<file path="src/rtl/uart_seq_pkg.sv">
// Shared types and byte constants for the UART/RAM command sequencer.
// State codes double as the LED indicator value, so the encoding is fixed.
package uart_seq_pkg;

  typedef enum logic [2:0] {
    IDLE     = 3'd0,
    GET_ADDR = 3'd1,
    GET_LEN  = 3'd2,
    WR_DATA  = 3'd3,
    RD_ISSUE = 3'd4,
    RD_WAIT  = 3'd5,
    RD_SEND  = 3'd6,
    RESP     = 3'd7
  } state_t;

  localparam logic [7:0] OP_WR = 8'h57;
  localparam logic [7:0] OP_RD = 8'h52;
  localparam logic [7:0] ACK   = 8'h06;
  localparam logic [7:0] NAK   = 8'h15;

  // States in which the sequencer is listening to the host.
  function automatic logic is_rx_state(input state_t s);
    return (s == IDLE) || (s == GET_ADDR) || (s == GET_LEN) || (s == WR_DATA);
  endfunction

  function automatic logic [7:0] sat_inc(input logic [7:0] v);
    return (v == 8'hFF) ? v : v + 8'd1;
  endfunction

endpackage

</file>
<file path="src/rtl/seq_timeout.sv">
// Inter-byte idle watchdog: counts enabled cycles since the last clear and flags
// expiry on the TIMEOUT_CYC-th idle cycle.
module seq_timeout #(
  parameter int TIMEOUT_CYC = 1_000_000
) (
  input  logic clk,
  input  logic rstn,
  input  logic clear,
  input  logic enable,
  output logic expired
);

  localparam int CNT_W = $clog2(TIMEOUT_CYC + 1);
  localparam logic [CNT_W-1:0] LAST = CNT_W'(TIMEOUT_CYC - 1);

  logic [CNT_W-1:0] count;

  assign expired = enable && (count >= LAST);

  // Holds at the limit rather than wrapping, so a stalled FSM cannot miss expiry.
  always_ff @(posedge clk or negedge rstn) begin
    if (!rstn) begin
      count <= '0;
    end else if (clear || !enable) begin
      count <= '0;
    end else if (!expired) begin
      count <= count + CNT_W'(1);
    end
  end

endmodule

</file>
<file path="src/rtl/uart_mem_sequencer.sv">
// Host command sequencer between the byte UART and the single-port RAM:
// OP, ADDR, LEN (0 = 256), then LEN data bytes for writes; reads stream back LEN bytes.
module uart_mem_sequencer
  import uart_seq_pkg::*;
#(
  parameter int DATA_W      = 8,
  parameter int ADDR_W      = 8,
  parameter int TIMEOUT_CYC = 1_000_000
) (
  input  logic              clk,
  input  logic              rstn,
  input  logic [DATA_W-1:0] rx_data,
  input  logic              rx_valid,
  output logic              rx_ready,
  output logic [DATA_W-1:0] tx_data,
  output logic              tx_valid,
  input  logic              tx_ready,
  output logic [ADDR_W-1:0] mem_addr,
  output logic              mem_wr_en,
  output logic [DATA_W-1:0] mem_din,
  input  logic [DATA_W-1:0] mem_dout,
  output logic              busy,
  output logic [7:0]        err_cnt,
  output logic [2:0]        state_o
);

  state_t            state;
  logic              is_wr;
  logic [ADDR_W-1:0] addr;
  logic [ADDR_W-1:0] addr_next;
  logic [8:0]        len;
  logic              rx_fire;
  logic              tx_fire;
  logic              tmo_en;
  logic              tmo_expired;

  assign rx_fire   = rx_valid && rx_ready;
  assign tx_fire   = tx_valid && tx_ready;
  assign addr_next = addr + ADDR_W'(1);
  assign tmo_en    = (state == GET_ADDR) || (state == GET_LEN) || (state == WR_DATA);
  assign busy      = (state != IDLE);
  assign state_o   = state;

  seq_timeout #(
    .TIMEOUT_CYC(TIMEOUT_CYC)
  ) u_timeout (
    .clk    (clk),
    .rstn   (rstn),
    .clear  (rx_fire),
    .enable (tmo_en),
    .expired(tmo_expired)
  );

  // rx_ready follows the state it is entering, so it is dropped on the same edge
  // that raises tx_valid and never overlaps with it.
  always_ff @(posedge clk or negedge rstn) begin
    if (!rstn) begin
      state     <= IDLE;
      is_wr     <= 1'b0;
      addr      <= '0;
      len       <= '0;
      rx_ready  <= 1'b0;
      tx_valid  <= 1'b0;
      tx_data   <= '0;
      mem_addr  <= '0;
      mem_wr_en <= 1'b0;
      mem_din   <= '0;
      err_cnt   <= '0;
    end else begin
      mem_wr_en <= 1'b0;
      rx_ready  <= is_rx_state(state);
      if (tmo_expired && !rx_fire) begin
        state   <= IDLE;
        err_cnt <= sat_inc(err_cnt);
      end else begin
        unique case (state)
          IDLE: begin
            if (rx_fire) begin
              if (rx_data == DATA_W'(OP_WR) || rx_data == DATA_W'(OP_RD)) begin
                is_wr <= (rx_data == DATA_W'(OP_WR));
                state <= GET_ADDR;
              end else begin
                tx_data  <= DATA_W'(NAK);
                tx_valid <= 1'b1;
                rx_ready <= 1'b0;
                err_cnt  <= sat_inc(err_cnt);
                state    <= RESP;
              end
            end
          end
          GET_ADDR: begin
            if (rx_fire) begin
              addr  <= ADDR_W'(rx_data);
              state <= GET_LEN;
            end
          end
          GET_LEN: begin
            if (rx_fire) begin
              len <= (rx_data == '0) ? 9'd256 : 9'(rx_data);
              if (is_wr) begin
                state <= WR_DATA;
              end else begin
                mem_addr <= addr;
                rx_ready <= 1'b0;
                state    <= RD_ISSUE;
              end
            end
          end
          WR_DATA: begin
            if (rx_fire) begin
              mem_wr_en <= 1'b1;
              mem_addr  <= addr;
              mem_din   <= rx_data;
              addr      <= addr_next;
              len       <= len - 9'd1;
              if (len == 9'd1) begin
                tx_data  <= DATA_W'(ACK);
                tx_valid <= 1'b1;
                rx_ready <= 1'b0;
                state    <= RESP;
              end
            end
          end
          RD_ISSUE: begin
            mem_addr <= addr;
            state    <= RD_WAIT;
          end
          RD_WAIT: begin
            tx_data  <= mem_dout;
            tx_valid <= 1'b1;
            state    <= RD_SEND;
          end
          RD_SEND: begin
            if (tx_fire) begin
              tx_valid <= 1'b0;
              addr     <= addr_next;
              len      <= len - 9'd1;
              if (len == 9'd1) begin
                rx_ready <= 1'b1;
                state    <= IDLE;
              end else begin
                mem_addr <= addr_next;
                state    <= RD_ISSUE;
              end
            end
          end
          RESP: begin
            if (tx_fire) begin
              tx_valid <= 1'b0;
              rx_ready <= 1'b1;
              state    <= IDLE;
            end
          end
          default: state <= IDLE;
        endcase
      end
    end
  end

endmodule

</file>
<file path="config.mk">
export PLATFORM = sky130hd
export DESIGN_NAME = uart_mem_sequencer
export DESIGN_NICKNAME = d
export VERILOG_FILES = /design/src/rtl/uart_seq_pkg.sv /design/src/rtl/seq_timeout.sv /design/src/rtl/uart_mem_sequencer.sv
export SDC_FILE = /design/constraint.sdc
export NUM_CORES = 1
export LEC_CHECK = 0
export ABC_AREA = 1
export BUFFER_PORTS_ARGS = -buffer_cell sky130_fd_sc_hd__buf_2
export CORE_ASPECT_RATIO = 1.25
export CORE_UTILIZATION = 62
export DETAILED_ROUTE_END_ITERATION = 10
export PLACE_DENSITY = 0.85
export SLEW_MARGIN = 20
export SYNTH_ARGS = -nofsm -noshare
export SYNTH_HDL_FRONTEND = slang
export SYNTH_SLANG_ARGS = --single-unit
</file>
<file path="constraint.sdc">
create_clock -name clk -period 4.4 [get_ports clk]
set_input_delay 0.88 -clock clk [delete_from_list [all_inputs] [get_ports clk]]
set_output_delay 0.88 -clock clk [all_outputs]
set_load 0.02 [all_outputs]
</file>
==> insert_results.sql <==
INSERT INTO impl_metrics (metric_group, metric, value, unit) VALUES
('clock_network', 'cts_made_buffers', '9', ''),
('power_and_ir_drop', 'seqPwrFrac', '34.1', '%'),
('power_and_ir_drop', 'p_leak', '2.62', 'nW'),
('clock_network', 'clk_latency', '0.35', 'ns'),
('yosys', 'number_of_enable_type_register_cells_in_the_synthesized_netlist', '0', ''),
('clock_network', 'cts-hold-fix-buffers', '0', ''),
('floorplan', 'ioPinCount', '59', ''),
('setup_path', 'crit_arrival', '2.86', 'ns'),
('global_route', 'antenna_found_initial', '0', ''),
('floorplan', 'rows', '33', ''),
('setup_path', 'end_kind', 'flop', ''),
('yosys', 'post_synth_xor_area_fraction', '4.19', '%'),
('clock_network', 'clk_transition_reported_paths', '0.08', 'ns'),
('status', 'outcome', 'finished clean', ''),
('routing', 'routedWlPerCell', '14.1', 'µm'),
('yosys', 'synthesis.area', '0.00439', 'mm²'),
('clock_network', 'clk_path_buf_depth', '2', ''),
('cells_and_area', 'num_antenna_cells', '0', ''),
('yosys', 'yosys.cell_count.top_type', 'sky130_fd_sc_hd__nand2_1', ''),
('clock_network', 'clk_root_buffer_cell', 'sky130_fd_sc_hd__clkbuf_8', ''),
('routing', 'first_pass_iters', '5', ''),
('sta', 'whs', '0.469', 'ns'),
('setup_path', 'largest_fanout_on_the_critical_path', '39', ''),
('yosys', 'async_flop_share', '100', '%'),
('sta', 'timing_hold_violations_final', '0', ''),
('cells_and_area', 'area_growth', '11.9', '%'),
('global_route', 'grt_pass1_wl', '17.2', 'mm'),
('power_and_ir_drop', 'clock_power_share', '18.1', '%'),
('sta', 'maxSlewHeadroom', '37.4', '%'),
('routing', 'detailedRoute.firstIterationViolations', '311', ''),
('setup_path', 'worstPathBufferInverterCount', '1', ''),
('sta', 'period_share', '59.5', '%'),
('yosys', 'yosys.area.top_type', 'sky130_fd_sc_hd__dfrtp_1', ''),
('yosys', 'yosys.cell_types.count', '32', ''),
('power_and_ir_drop', 'power.switching_fraction', '46.9', '%'),
('floorplan', 'die_area', '0.00743', 'mm²'),
('sta', 'max_freq', '382', 'MHz'),
('global_route', 'grt_pass1_vias', '3930', ''),
('sta', 'rsz0062_at_grt', 'false', ''),
('yosys', 'synth_compound_area_share', '8.09', '%'),
('yosys', 'adder_and_majority_cell_fraction_of_the_synthesized_area', '1.42', '%'),
('yosys', 'yosys-top-cells-count', 'sky130_fd_sc_hd__nand2_1, sky130_fd_sc_hd__dfrtp_1, sky130_fd_sc_hd__nor2_1, sky130_fd_sc_hd__inv_1, sky130_fd_sc_hd__nand3_1', ''),
('yosys', 'synth_area_leaders', 'sky130_fd_sc_hd__dfrtp_1, sky130_fd_sc_hd__nand2_1, sky130_fd_sc_hd__nor2_1, sky130_fd_sc_hd__nand3_1, sky130_fd_sc_hd__inv_1', ''),
('placement', 'globalplace.congestion', '0.897', ''),
('sta', 'finalSetupViolations', '0', ''),
('routing', 'drtAntennaViolNets', '0', ''),
('yosys', 'synth.area.mux_share', '0', '%'),
('sta', 'fin_setup_tns', '0', 'ns'),
('power_and_ir_drop', 'power.density_cell_area', '675', 'mW/mm²'),
('placement', 'io_buffer_count', '58', ''),
('yosys', 'flops_latches_synth', '76', ''),
('clock_network', 'tritoncts', 'done', ''),
('clock_network', 'htree_num_levels', '3', ''),
('power_and_ir_drop', 'p_comb_share', '47.8', '%'),
('power_and_ir_drop', 'ir_drop', '0.000466', 'V'),
('floorplan', 'floorplan.die.height', '96.1', 'µm'),
('yosys', 'post_synth_inst_count', '606', ''),
('global_route', 'grt.total_usage', '29.9', '%'),
('yosys', 'ys_seq_area_share', '43.3', '%'),
('global_route', 'grt_overflow_total', '0', ''),
('run', 'cap_viol_max_count', '0', ''),
('setup_path', 'cp.required', '4.64', 'ns'),
('sta', 'measured_slew_at_the_worst_slew_check_pin', '0.939', 'ns'),
('routing', 'viasPerCell', '5.61', ''),
('setup_path', 'critical_path_cell_by_cell', 'buf_2 > a21oi_1 > nand2_2 > nor2_1 > nand2_2 > nand2_2 > nand2_1 > nand2_1 > nand2_1', ''),
('clock_network', 'clock_sinks', '76', ''),
('routing', 'dr_total_vias', '4229', ''),
('min_path', 'timing.hold.worst.class', 'flop to flop', ''),
('cells_and_area', 'num-fill-cells', '528', ''),
('routing', 'routed_wirelength', '10.6', 'mm'),
('floorplan', 'die-width', '77.3', 'µm');
==> layout by cell type, fill, tap and decap left out, types with 10 or more instances in the layout <==
cell                         n
sky130_fd_sc_hd__inv_1      50
sky130_fd_sc_hd__buf_2      57
sky130_fd_sc_hd__a21oi_1    14
sky130_fd_sc_hd__clkbuf_8   10
sky130_fd_sc_hd__nor2_1     64
sky130_fd_sc_hd__nand3_1    43
sky130_fd_sc_hd__dfrtp_1    76
sky130_fd_sc_hd__nand4_1    20
sky130_fd_sc_hd__o21ai_0    29
sky130_fd_sc_hd__nand2_1   217
sky130_fd_sc_hd__xor2_1     16
==> power by group through the flow <==
stage	Sequential (mW)	Combinational, mW	Clock (mW)
after floorplan	1.26	1.04	0
after global placement	1.13	1.52	0
after detailed placement	1.14	1.57	0
after CTS	1.13	1.58	0.596
after global routing	1.16	1.79	0.630
final	1.13	1.59	0.600
==> per-stage QoR <==
| stage | worst slack, ns | util [%] | total power, mW | std cells | cell area, µm² |
|---|---|---|---|---|---|
| CTS | 1.84 | 73.5 | 3.31 | 754 | 4920 |
| floorplan | 2.42 | - | 2.30 | 606 | 4390 |
| global route | 1.56 | 73.5 | 3.58 | 754 | 4920 |
| detailed placement | 1.48 | 70.2 | 2.71 | 738 | 4700 |
| finish | 1.78 | 73.5 | 3.32 | 754 | 4920 |
| global placement | 1.57 | 70.2 | 2.65 | 738 | 4700 |
==> final timing paths <==
check	start	endpoint	slack, ns	depth (start not counted)
worst max-delay path	rx_valid	err_cnt[7]	1.78	9
worst min-delay path	tx_data[7]	tx_data[7]	0.47	2
worst max register to register	u_timeout.count[0]	len[2]	1.91	10
worst min register to register	tx_data[7]	tx_data[7]	0.47	2
max in group asynchronous	rstn	mem_addr[0]	3.13	1
min in group asynchronous	rstn	u_timeout.count[16]	0.66	1
==> registers in the layout (all words and copies together) (netlist names), 3 cells and up <==
name	flops
addr	8
err_cnt	8
len	9
mem_addr	8
mem_din	8
state_o	3
tx_data	8
u_timeout.count	20
==> per-layer routing <==
layer	share of wire [%]	vias up	GRT usage [%]
li1	-	2067	-
met1	40	1981	34.2
met2	51	143	53.1
met3	4.9	38	4.64
met4	3.6	0	18.1
met5	0	-	0
==> final cells by class <==
type / count / area [µm²] / share of cell area (%)
Inverter: 55 / 206 / 4.20
Tap cell: 87 / 109 / 2.21
Timing Repair Buffer: 58 / 293 / 5.96
Clock inverter: 4 / 72.6 / 1.48
Multi-Input combinational cell: 462 / 2190 / 44.5
Sequential cell: 76 / 1900 / 38.7
Clock buffer: 12 / 145 / 2.95
==> worst reg2reg max path: cells and delay by family, from the launching register on <==
| family | cells | cell delay [ns] |
|---|---|---|
| buf+inv | 1 | 0.26 |
| simple gates | 8 | 1.44 |
| fa+ha+maj | 1 | 0.30 |
| flops | 1 | 0.43 |
==> cell families (layout without fill, tap and decap cells) <==
| kind of cell | count (synthesis) | after routing |
|---|---|---|
| simple gates | 372 | 372 |
| flops | 76 | 76 |
| buf+inv | 68 | 129 |
| compound gates | 64 | 64 |
| xor+xnor | 21 | 21 |
| fa+ha+maj | 5 | 5 |
Power figures use the tool's default switching activity.
